`src/rtl/mac_pkg.sv`:
```
// Shared definitions for the MAC datapath and its upstream sequencer.
// Holds operand width, default length width and sequencer state codes.
package mac_pkg;

    localparam int DATA_W = 13;
    localparam int LEN_W  = 8;

    typedef logic [2:0] state_t;

    localparam state_t IDLE  = 3'd0;
    localparam state_t CLEAR = 3'd1;
    localparam state_t RUN   = 3'd2;
    localparam state_t DRAIN = 3'd3;
    localparam state_t LOAD  = 3'd4;
    localparam state_t DONE  = 3'd5;

endpackage

```
`src/rtl/mac_seq_ctrl.sv`:
```
// Sequencer feeding operand pairs to the MAC one per cycle.
// Clears the accumulator per vector, then pulses load and done.
module mac_seq_ctrl #(
    parameter int LEN_W  = mac_pkg::LEN_W,
    parameter int DATA_W = mac_pkg::DATA_W
) (
    input  logic              clk,
    input  logic              rst,
    input  logic              start,
    input  logic [LEN_W-1:0]  len,
    input  logic              in_valid,
    output logic              in_ready,
    input  logic [DATA_W-1:0] in_a,
    input  logic [DATA_W-1:0] in_b,
    output logic [DATA_W-1:0] mac_a,
    output logic [DATA_W-1:0] mac_b,
    output logic              mac_clr_n,
    output logic              mac_ld,
    output logic              busy,
    output logic              done
);

    import mac_pkg::*;

    state_t             state;
    state_t             next_state;
    logic [LEN_W-1:0]   cnt;
    logic               hs;
    logic               last;

    logic [DATA_W-1:0]  a_d;
    logic [DATA_W-1:0]  b_d;
    logic               clr_n_d;
    logic               ld_d;
    logic               busy_d;
    logic               done_d;

    // Ready depends on state alone, so in_valid never reaches in_ready.
    assign in_ready = (state == RUN);
    assign hs       = in_valid & in_ready;
    assign last     = (cnt == LEN_W'(1));

    // State register.
    always_ff @(posedge clk or negedge rst) begin
        if (!rst) begin
            state <= IDLE;
        end else begin
            state <= next_state;
        end
    end

    // Next-state decode; the pair that empties cnt ends RUN.
    always_comb begin
        next_state = state;
        case (state)
            IDLE:    if (start) next_state = CLEAR;
            CLEAR:   next_state = (cnt != '0) ? RUN : DRAIN;
            RUN:     if (hs && last) next_state = DRAIN;
            DRAIN:   next_state = LOAD;
            LOAD:    next_state = DONE;
            DONE:    next_state = IDLE;
            default: next_state = IDLE;
        endcase
    end

    // Output decode: values the output registers take at the next edge.
    always_comb begin
        a_d     = '0;
        b_d     = '0;
        clr_n_d = 1'b1;
        ld_d    = 1'b0;
        done_d  = 1'b0;
        busy_d  = (next_state != IDLE);
        if (hs) begin
            a_d = in_a;
            b_d = in_b;
        end
        case (next_state)
            CLEAR:   clr_n_d = 1'b0;
            LOAD:    ld_d    = 1'b1;
            DONE:    done_d  = 1'b1;
            default: ;
        endcase
    end

    // Remaining element count; len is only taken when leaving IDLE.
    always_ff @(posedge clk or negedge rst) begin
        if (!rst) begin
            cnt <= '0;
        end else if (state == IDLE && start) begin
            cnt <= len;
        end else if (hs) begin
            cnt <= cnt - LEN_W'(1);
        end
    end

    // Registered MAC-side outputs; bubbles present zero operands.
    always_ff @(posedge clk or negedge rst) begin
        if (!rst) begin
            mac_a     <= '0;
            mac_b     <= '0;
            mac_clr_n <= 1'b1;
            mac_ld    <= 1'b0;
            busy      <= 1'b0;
            done      <= 1'b0;
        end else begin
            mac_a     <= a_d;
            mac_b     <= b_d;
            mac_clr_n <= clr_n_d;
            mac_ld    <= ld_d;
            busy      <= busy_d;
            done      <= done_d;
        end
    end

endmodule

```
`config.mk`:
```
export PLATFORM = sky130hd
export DESIGN_NAME = mac_seq_ctrl
export DESIGN_NICKNAME = d
export VERILOG_FILES = /design/src/rtl/mac_pkg.sv /design/src/rtl/mac_seq_ctrl.sv
export SDC_FILE = /design/constraint.sdc
export NUM_CORES = 1
export LEC_CHECK = 0
export BUFFER_PORTS_ARGS = -buffer_cell sky130_fd_sc_hd__buf_2
export CORE_MARGIN = 5
export CORE_UTILIZATION = 50
export DETAILED_ROUTE_END_ITERATION = 8
export PLACE_DENSITY_LB_ADDON = 0.3
export REMOVE_ABC_BUFFERS = 1
export SETUP_SLACK_MARGIN = 0.3
export SLEW_MARGIN = 5
export SYNTH_ARGS = -nofsm -noshare
export SYNTH_HDL_FRONTEND = slang
export SYNTH_SLANG_ARGS = --single-unit
```
`constraint.sdc`:
```
create_clock -name clk -period 5.05 [get_ports clk]
set_input_delay 0.505 -clock clk [delete_from_list [all_inputs] [get_ports clk]]
set_output_delay 0.505 -clock clk [all_outputs]
set_load 0.05 [all_outputs]
```
==> results of run 1 <==
[worst max-delay path, cell delays in order (launching register included)]
cell,delay (ns)
sky130_fd_sc_hd__dfrtp_1,0.55
sky130_fd_sc_hd__nor4bb_4,1.00
sky130_fd_sc_hd__a211oi_1,0.16
sky130_fd_sc_hd__a211o_1,0.27
[synthesized netlist by cell type, types with 2 or more instances]
cell type,number,share of area
sky130_fd_sc_hd__dfrtp_1,40,0.61
sky130_fd_sc_hd__and2_1,27,0.10
sky130_fd_sc_hd__nor2_1,6,0.014
sky130_fd_sc_hd__inv_1,5,0.011
sky130_fd_sc_hd__clkbuf_1,4,0.0091
sky130_fd_sc_hd__a31oi_1,3,0.011
sky130_fd_sc_hd__buf_2,3,0.0091
sky130_fd_sc_hd__ha_1,3,0.023
sky130_fd_sc_hd__nand2_1,3,0.0068
sky130_fd_sc_hd__o31ai_1,3,0.014
sky130_fd_sc_hd__or2_2,3,0.011
sky130_fd_sc_hd__mux2i_1,2,0.012
sky130_fd_sc_hd__nor3b_1,2,0.0091
sky130_fd_sc_hd__o311ai_0,2,0.011
sky130_fd_sc_hd__or4_1,2,0.0091
[path summary, 6_finish.rpt]
kind | from | to | cells after the start
max | state[2]$_DFF_PN0_ | cnt[4]$_DFFE_PN0P_ | 3
min | rst | mac_ld$_DFF_PN0_ | 1
max reg2reg | state[2]$_DFF_PN0_ | cnt[4]$_DFFE_PN0P_ | 3
min reg2reg | cnt[5]$_DFFE_PN0P_ | cnt[5]$_DFFE_PN0P_ | 2
max in group asynchronous | rst | cnt[1]$_DFFE_PN0P_ | 1
min in group clk | in_a[3] | mac_a[3]$_DFF_PN0_ | 2
[routing by layer]
metal | global-route usage | routed length, microns | up-vias
met4 | 0.0937 | 110 | 0
met5 | 0 | 0 | -
li1 | - | - | 588
met2 | 0.271 | 1640 | 44
met3 | 0.0982 | 320 | 9
met1 | 0.194 | 1310 | 564
[power breakdown]
group	internal, mW	switching (mW)
registers	0.421	0.0686
clock network	0.0538	0.108
logic	0.164	0.362
total	0.639	0.538
[flip-flops by register name, indices dropped and copies added (netlist names)]
signal and cells:
mac_a 13, mac_b 13, cnt 8, state 3, busy 1, done 1
mac_clr_n 1, mac_ld 1
[layout make-up]
class,instances,area (sq um)
repair buffers,68,340
clock buffers,5,37.5
clock inverters,3,22.5
fillers,274,1020
multi-input cells,79,579
inverters,6,22.5
flip-flops and latches,41,1030
well taps,44,55.1
[stage by stage]
step                std cells  total power [mW]
finish                    246              1.18
global route              246              1.26
CTS                       246              1.19
detailed placement        238              1.03
global placement          238              1.00
floorplan                 126             0.879
[cells by family after synthesis]
kind of cell / Yosys count / share of synthesized area
and+or+nand+nor: 55 / 0.218
xor gates and xnor gates: 2 / 0.0107
adders and majority gates: 3 / 0.0228
muxes: 2 / 0.0122
buffers and inverters: 13 / 0.0320
DFF: 41 / 0.625
AOI/OAI and AO/OA: 17 / 0.0792
==> summary by stage, run 1 <==
Run status
The run finished with clean final reports.

Worst setup path
Data on the critical path is required at its endpoint by 5.30 ns. For the worst setup path, the data arrival time is 2.34 ns. The worst setup path is of the flop to flop kind.

The critical path launch point type is a flop. The slack of the worst reg-to-reg path is 2.96 ns. The peak fanout along the critical path is 31. The kind of end point of the critical path is a flop.

CTS
CTS saw 41 sinks. The post-CTS setup-driven buffer insertion count is 0. After clock tree synthesis, the clock-pin slew on the worst setup and hold paths is 0.12 ns.

After clock tree synthesis, the repair step resized 0 gates. At the later pin of the worst-skew pair, clock insertion delay measures 0.35 ns. In this run, CTS created clock tree buffers numbering 5.

TritonCTS built the clock tree. The maximum buffer depth of the clock tree is 2. The cell at the root of the clock tree is sky130_fd_sc_hd__clkbuf_4.

The hold buffer count at CTS is 0. The level count of the clock H-tree is 2.

Detailed routing
After the first detailed-routing iteration, the DRC count stood at 83. The detailed-routing iteration count for the pre-antenna-repair pass is 2. The number of design rule violations left after detail routing is 0. Once detail routing completed, the nets flagged for antenna violations numbered 0.

The aggregate routed wire length is 3390 microns. Dividing the detail-routed wire length by the instance count gives 13.8 microns. The routed via count divided by cell count is 4.90. The detailed-route via count is 1205.

Synthesis
The fraction of registers with async set/reset is 1.00. The register bit total from synthesis is 41. The number of distinct library cell variants in the gate-level netlist after synthesis is 40. The synthesized design contains 0 enable-type register cells. Among all flip-flop cells after synthesis, the most frequent one is sky130_fd_sc_hd__dfrtp_1. The synthesized instance count is 133. A synthesized cell averages 12.4 sq um. The share of the Yosys chip area taken by registers is 0.625. After synthesis the cells add up to 1640 sq um. The count of synthesis-stage warnings from yosys is 0.

Layout
The library cells used most frequently in the layout, excluding fill and tap cells, are sky130_fd_sc_hd__buf_2 (68), sky130_fd_sc_hd__dfrtp_1 (40), sky130_fd_sc_hd__and2_1 (27). From synthesis to final layout, the design area changed by 26.8%. The final layout contains 242 nets.

After routing the design area is 2080 sq um. 0 antenna diodes ended up in the layout. The most common cell after layout, fill and taps aside is sky130_fd_sc_hd__buf_2. Of the cells placed in the final design, the portion with a size suffix greater than 1 is 0.421. The final core utilization is 0.672.

Timing
The final total negative setup slack is 0 ns. The final clock skew is 0.00512 ns. Setup slack closes at 2.96 ns. The final count of hold timing violations is 0. The worst path in the final design needs a cycle of 2.09 ns, including I/O delays and setup. The worst hold slack after final layout is 0.251 ns.

The number of pins with negative max-slew slack in the final report is 0. Setup repair after global routing left no endpoint under its margin. The slew at the pin closest to its max-slew limit is 1.11 ns. Derived from the worst setup path, the maximum achievable clock frequency is 478 MHz. The final count of negative-setup-slack endpoints is 0. The share of the clock period used by the worst path is 0.414. Headroom to the max-slew limit came out at 0.262.

Die
The core outline area is 3100 sq um. The height of the die is 67.3 microns. The site row count is 20. The initial utilization of the core area, before any placement, comes to 0.530. The die covers 4530 sq um. Measured along the x axis, the die boundary spans 67.3 microns.

69 I/O pins were placed.

Power
The standby leakage power is 1.11 nW. The largest vdd supply drop is 0.298 mV. Power spread over the standard cell area amounts to 565 nW/um^2.

Global route
The maximum number of pins on one net before global-route repair is 42. The first global-routing pass estimated 5710 microns of wire. The global-route congestion overflow total is 0. The initial antenna violation count came to 0. The combined global-route utilization of all metal layers is 0.176. The number of global-route vias before repair is 1293.

Placement
The instance area at placement is 2020 sq um. The estimated wirelength of the detail-placed design is 2540 microns. OpenSTA, run right after detailed placement, puts the worst setup slack at 2.93 ns. The weighted congestion at the end of routability-driven global placement is 0.784.

The number of I/O port buffers is 68.

Min path
The type of the tightest min-delay check is input port to async pin.

Run
Max-cap violations in this run came to 0.
(Power assumes the default switching activity.)
==> run 2, diff against run 1 <==
- CORE_UTILIZATION: 50 -> 42
- clock period: 5.05 -> 1.81 ns (I/O delays scaled with it)
==> run 2 against run 1 <==
Compared with the run above:
- first-iteration DRC count increased by 53%
- via count is 11% higher
- sequential power grew to 2.7 times the previous value
- routed wire length up 13%
- clock power rose to 4.3 times the previous value
- critical endpoint is now cnt[6]$_DFFE_PN0P_
- largest cell class unchanged
==> summary by stage, run 2 (same netlist as run 1, synthesis figures left out) <==
Min path
The type of the tightest min-delay check is input port to flop (was input port to async pin). The hold path startpoint is in_b[12].

Timing
The setup slack of the critical path after layout was 0.190 ns (was 2.96 ns). The final clock skew is 0.00497 ns (was 0.00512 ns). The final count of negative-setup-slack endpoints came to 0 (unchanged). The number of pins with negative max-slew slack in the final report is 0 (unchanged). The final total negative setup slack is 0 ns (unchanged). The final count of hold timing violations was 0 (unchanged). The worst relative slew slack was 0.669 (was 0.262). The share of the clock period used by the worst path came to 0.895 (was 0.414). The minimum clock period is 1.62 ns (was 2.09 ns). The worst hold slack after final layout is 0.0931 ns (was 0.251 ns). The slew at the pin closest to its max-slew limit is 0.496 ns (was 1.11 ns).

The upper clock frequency limit is 617 MHz (was 478 MHz). Setup repair after global routing missed its margin: true (was false).

Power
The total power is 3.94 mW (was 1.18 mW). The power per standard cell area was 1660 nW/um^2 (was 565 nW/um^2). The standby leakage power is 1.26 nW (was 1.11 nW). The largest vdd supply drop is 0.692 mV (was 0.298 mV).

Layout
The final core utilization is 0.637 (was 0.672). The share of final-layout standard cells stronger than drive strength 1 is 0.500 (was 0.421). Top flop regs: mac_a: 13 flops, mac_b: 13 flops, cnt: 8 flops (unchanged). The most common cell after layout, fill and taps aside was sky130_fd_sc_hd__buf_2 (unchanged). The final cell area excluding filler cells came to 2370 sq um (was 2080 sq um). The total number of nets in the final design is 265 (was 242). The area growth from synthesis to layout is 44.0% (was 26.8%). The final cell count without fillers was 272 (was 246). The antenna diode count was 0 (unchanged). Highest-count cells in the layout ignoring fill and taps: sky130_fd_sc_hd__buf_2 (67), sky130_fd_sc_hd__dfrtp_1 (39), sky130_fd_sc_hd__and2_1 (27) (was sky130_fd_sc_hd__buf_2 (68), sky130_fd_sc_hd__dfrtp_1 (40), sky130_fd_sc_hd__and2_1 (27)).

Detailed routing
The count of antenna-violating nets left after detailed routing came to 0 (unchanged). The number of DRC violations after detailed-routing iteration 0 is 127 (was 83). The aggregate routed wire length was 3820 microns (was 3390 microns). The number of design rule violations left after detail routing is 0 (unchanged). The detailed-route via count came to 1333 (was 1205). The post-detailed-route wirelength per cell came to 14.0 microns (was 13.8 microns). The detailed-routing iteration count for the pre-antenna-repair pass is 4 (was 2). The routed via count divided by cell count is 4.90 (about the same).

Placement
The number of I/O port buffers was 68 (unchanged). The weighted congestion at the end of routability-driven global placement is 0.814 (was 0.784). The instance area at placement is 2090 sq um (was 2020 sq um). The worst setup slack before clock tree synthesis is 0.0753 ns (was 2.93 ns). The number of placed instances, taps included is 250 (was 238). The estimated wirelength of the detail-placed design is 2600 microns (was 2540 microns).

Die
The height of the die came to 72.6 microns (was 67.3 microns). The number of primary I/O pins is 69 (unchanged). The site row count was 22 (was 20).

The die span in x was 72.6 microns (was 67.3 microns). The core outline area was 3720 sq um (was 3100 sq um). The total die area is 5270 sq um (was 4530 sq um).

The initial core utilization came to 0.442 (was 0.530).

Run status
Outcome: finished clean (unchanged).

Worst setup path
The slack of the worst reg-to-reg path is 0.19 ns (was 2.96 ns). The critical path launch point type is a flop (unchanged). The type of the worst setup path is flop to flop (unchanged). The data arrival time at the worst-slack endpoint is 1.78 ns (was 2.34 ns). The required time at the worst-slack endpoint came to 1.97 ns (was 5.30 ns). The source of the worst register-to-register timing path is cnt[4]$_DFFE_PN0P_ (was state[2]$_DFF_PN0_). The peak fanout along the critical path is 4 (was 31). The launch point of the critical path is cnt[4]$_DFFE_PN0P_ (was state[2]$_DFF_PN0_).

The kind of end point of the critical path is a flop (unchanged).

CTS
The number of sinks driven by the clock tree is 41 (unchanged). The cell at the root of the clock tree is sky130_fd_sc_hd__clkbuf_8 (was sky130_fd_sc_hd__clkbuf_4). The CTS tree is yes (unchanged). The maximum buffer depth of the clock tree was 2 (unchanged).

The level count of the clock H-tree was 2 (unchanged). The clock latency of the later-clocked register in the worst-skew pair is 0.29 ns (was 0.35 ns). The post-CTS clock slew at the launch and capture registers of the worst setup and hold paths is 0.08 ns (was 0.12 ns).

The number of CTS-inserted buffers is 5 (unchanged).

Global route
The global-route congestion overflow total is 0 (unchanged). The first-pass GRT wire length is 5800 microns (was 5710 microns). The number of global-route vias before repair is 1310 (was 1293). The maximum number of pins on one net before global-route repair was 42 (unchanged). The initial antenna violation count is 0 (unchanged). The combined global-route utilization of all metal layers is 0.147 (was 0.176).

Run
The reported max-cap violation count is 0 (unchanged).
## run 2: changes by cell type in the layout (fill, tap and decap cells not counted), moves of 2 or more
cell	change
sky130_fd_sc_hd__buf_6	+3
sky130_fd_sc_hd__clkinv_2	+2
sky130_fd_sc_hd__clkinvlp_4	-3
sky130_fd_sc_hd__clkbuf_4	-5
sky130_fd_sc_hd__buf_4	+20
sky130_fd_sc_hd__clkbuf_8	+5
## run 2: repair_timing
item | in CTS | in global routing
hold buffers | 1 | 0
endpoints found under the setup margin | 31 | 9
buffers inserted | 8 | 6
hold endpoints to repair | 40 | 0
gates resized for setup | 6 | 7
pin swaps | 6 | 4
## run 2: metal layers
metal / share of wire / global-route usage / vias up
met3: 0.11 / 0.0734 / 4
met2: 0.49 / 0.226 / 57
li1: - / - / 631
met4: 0.012 / 0.0799 / 0
met5: 0 / 0 / -
met1: 0.39 / 0.167 / 641
## run 2: worst paths after layout
kind | cells after the start | end
max | 4 | cnt[6]$_DFFE_PN0P_
min | 2 | mac_b[12]$_DFF_PN0_
max reg2reg | 4 | cnt[6]$_DFFE_PN0P_
min reg2reg | 2 | cnt[5]$_DFFE_PN0P_
max in group asynchronous | 3 | mac_clr_n$_DFF_PN1_
min in group asynchronous | 3 | done$_DFF_PN0_
## run 2: area by class of cell
class,instances,area [sq um]
fillers,312,1350
multi-input cells,79,622
flip-flops and latches,41,1030
clock buffers,5,68.8
repair buffers,91,529
inverters,6,23.8
clock inverters,2,35.0
well taps,48,60.1
## run 2: worst max-delay path, stage by stage, from the launching register on
cell	delay, ns
sky130_fd_sc_hd__dfrtp_1	0.40
sky130_fd_sc_hd__or4_4	0.56
sky130_fd_sc_hd__buf_4	0.16
sky130_fd_sc_hd__o31ai_1	0.26
sky130_fd_sc_hd__a31oi_1	0.12
## run 2: power breakdown
part	switching [mW]	internal, mW	total (mW)
clock	0.295	0.401	0.695
sequential	0.136	1.18	1.32
combinational	1.19	0.738	1.93
==> run 3, diff against run 2 <==
- RECOVER_POWER: unset -> 25
==> run 3 against run 2 <==
Compared with the run above:
- sequential cell count unchanged
- fmax down 0.29%
- non-clock buffer count unchanged
- critical path depth up 2
- largest cell class unchanged
- highest routed layer unchanged
==> summary by stage, run 3 (same netlist as run 1, synthesis figures left out) <==
Die
The initial core utilization is 0.442 (unchanged). The height of the die came to 72.6 microns (unchanged). The site row count is 22 (unchanged). The die span in x came to 72.6 microns (unchanged). The number of primary I/O pins came to 69 (unchanged). The core outline area came to 3720 sq um (unchanged).

The total die area came to 5270 sq um (unchanged).

Layout
Highest-count cells in the layout ignoring fill and taps: sky130_fd_sc_hd__buf_2 (67), sky130_fd_sc_hd__dfrtp_1 (39), sky130_fd_sc_hd__and2_1 (27) (unchanged). Top flop regs: mac_a: 13 flops, mac_b: 13 flops, cnt: 8 flops (unchanged). The area growth from synthesis to layout came to 43.6% (was 44.0%).

The antenna diode count is 0 (unchanged). The most common cell after layout, fill and taps aside is sky130_fd_sc_hd__buf_2 (unchanged). The share of final-layout standard cells stronger than drive strength 1 is 0.496 (was 0.500). The area occupied by multi-input gates is 622 sq um (unchanged). The final core utilization came to 0.635 (was 0.637). The final cell count without fillers was 272 (unchanged). The total number of nets in the final design was 265 (unchanged). The fill cell total of the finished layout was 315 (was 312).

The sequential cell area came to 1030 sq um (unchanged).

Power
The internal cell power is 2.31 mW (was 2.32 mW). The standby leakage power was 1.26 nW (about the same). The net switching power of the design is 1.62 mW (about the same). The power per standard cell area was 1660 nW/um^2 (about the same).

The portion of total power attributed to the clock network was 0.177 (was 0.176). The largest vdd supply drop is 0.692 mV (about the same). The share of total power in combinational logic was 0.488 (was 0.490). The sequential fraction of design power was 0.335 (was 0.334).

The total power came to 3.93 mW (was 3.94 mW). The proportion of total power due to net switching was 0.413 (was 0.412).

Timing
The minimum clock period is 1.63 ns (was 1.62 ns). The share of the clock period used by the worst path is 0.898 (was 0.895). The worst relative slew slack is 0.350 (was 0.669).

The final count of negative-setup-slack endpoints is 0 (unchanged). The slew at the pin closest to its max-slew limit is 0.975 ns (was 0.496 ns). Setup repair after global routing missed its margin: true (unchanged). The final count of hold timing violations came to 0 (unchanged). The upper clock frequency limit came to 615 MHz (was 617 MHz). The final clock skew is 0.00498 ns (was 0.00497 ns). The number of pins with negative max-slew slack in the final report came to 0 (unchanged).

The final total negative setup slack was 0 ns (unchanged).

CTS
The clock latency of the later-clocked register in the worst-skew pair is 0.29 ns (about the same). The number of sinks driven by the clock tree was 41 (unchanged). The CTS tree is yes (unchanged). The post-CTS clock slew at the launch and capture registers of the worst setup and hold paths is 0.08 ns (about the same). The maximum buffer depth of the clock tree is 2 (unchanged).

The number of CTS-inserted buffers is 5 (unchanged). The cell at the root of the clock tree is sky130_fd_sc_hd__clkbuf_8 (unchanged). The level count of the clock H-tree is 2 (unchanged).

Global route
The maximum number of pins on one net before global-route repair is 42 (unchanged). The initial antenna violation count is 0 (unchanged). The combined global-route utilization of all metal layers is 0.147 (unchanged).

The first-pass GRT wire length is 5800 microns (unchanged). The global-route congestion overflow total came to 0 (unchanged). The number of global-route vias before repair was 1310 (unchanged).

Worst setup path
The required time at the worst-slack endpoint is 1.99 ns (was 1.97 ns). The data arrival time at the worst-slack endpoint is 1.80 ns (was 1.78 ns). The type of the worst setup path was flop to flop (unchanged). The critical path launch point type is a flop (unchanged). The kind of end point of the critical path is a flop (unchanged). The peak fanout along the critical path is 6 (was 4).

Placement
The estimated wirelength of the detail-placed design came to 2600 microns (unchanged). The number of I/O port buffers is 68 (unchanged). The number of placed instances, taps included came to 250 (unchanged).

The weighted congestion at the end of routability-driven global placement came to 0.814 (unchanged).

Detailed routing
The detailed-routing iteration count for the pre-antenna-repair pass came to 4 (unchanged). The aggregate routed wire length is 3820 microns (about the same). The count of antenna-violating nets left after detailed routing is 0 (unchanged). The routed via count divided by cell count was 4.89 (was 4.90). The detailed-route via count is 1331 (was 1333). The number of DRC violations after detailed-routing iteration 0 is 102 (was 127).

The number of design rule violations left after detail routing is 0 (unchanged). The post-detailed-route wirelength per cell is 14.0 microns (about the same).

Min path
The type of the tightest min-delay check is input port to flop (unchanged).

Run
The reported max-cap violation count is 0 (unchanged).

Run status
Outcome: finished clean (unchanged).
[run 3: worst paths after layout]
| kind | cells past startpoint | endpoint | from | slack [ns] |
|---|---|---|---|---|
| setup reg to reg | 6 | cnt[4]$_DFFE_PN0P_ | state[0]$_DFF_PN0_ | 0.18 |
| min in group asynchronous | 3 | done$_DFF_PN0_ | rst | 0.66 |
| hold reg to reg | 2 | cnt[5]$_DFFE_PN0P_ | cnt[5]$_DFFE_PN0P_ | 0.58 |
| hold / removal | 2 | mac_b[12]$_DFF_PN0_ | in_b[12] | 0.09 |
| setup / recovery | 6 | cnt[4]$_DFFE_PN0P_ | state[0]$_DFF_PN0_ | 0.18 |
| max in group asynchronous | 3 | state[1]$_DFF_PN0_ | rst | 0.49 |
[run 3: power groups by stage]
stage / Combinational (mW) / Clock (mW) / Sequential [mW]
final: 1.92 / 0.695 / 1.32
after global routing: 2.06 / 0.758 / 1.34
after CTS: 1.76 / 0.712 / 1.31
after detailed placement: 1.60 / 0 / 1.34
after global placement: 1.57 / 0 / 1.32
after floorplan: 0.593 / 0 / 1.86
[run 3: per-stage QoR]
| step | setup slack, ns | area [sq um] | hold slack [ns] |
|---|---|---|---|
| floorplan | -0.880 | 1610 | -0.115 |
| global placement | 0.132 | 2090 | 0.260 |
| detailed placement | 0.0753 | 2090 | 0.264 |
| CTS | 0.247 | 2290 | 0.0825 |
| global route | 0.112 | 2360 | 0.0857 |
| finish | 0.185 | 2360 | 0.0931 |
[run 3: cell type report]
class | count | share of cell area
sequential | 41 | 0.436
multi-input combinational | 79 | 0.263
timing repair buffer | 91 | 0.222
clock buffer | 5 | 0.0291
tap | 48 | 0.0254
clock inverter | 2 | 0.0148
inverter | 6 | 0.0101
[run 3: worst max-delay path, stage by stage (launching register included)]
cell	delay, ns
sky130_fd_sc_hd__dfrtp_1	0.38
sky130_fd_sc_hd__clkbuf_1	0.33
sky130_fd_sc_hd__nor4bb_4	0.08
sky130_fd_sc_hd__buf_4	0.17
sky130_fd_sc_hd__buf_4	0.14
sky130_fd_sc_hd__and3_1	0.15
sky130_fd_sc_hd__a211o_1	0.25
[run 3: metal layers]
layer  global-route usage  wire [microns]  part of all wire
met2                0.226            1870              0.49
met5                    0               0                 0
met3               0.0734             405              0.11
met1                0.167            1500              0.39
met4               0.0799              45             0.012
[run 3: repair_timing]
| action | CTS | global route |
|---|---|---|
| hold buffers | 1 | 0 |
| pin swaps | 6 | 4 |
| hold endpoints to repair | 40 | 0 |
| resized for setup | 6 | 7 |
| setup endpoints to repair | 31 | 9 |
| setup buffers | 8 | 6 |
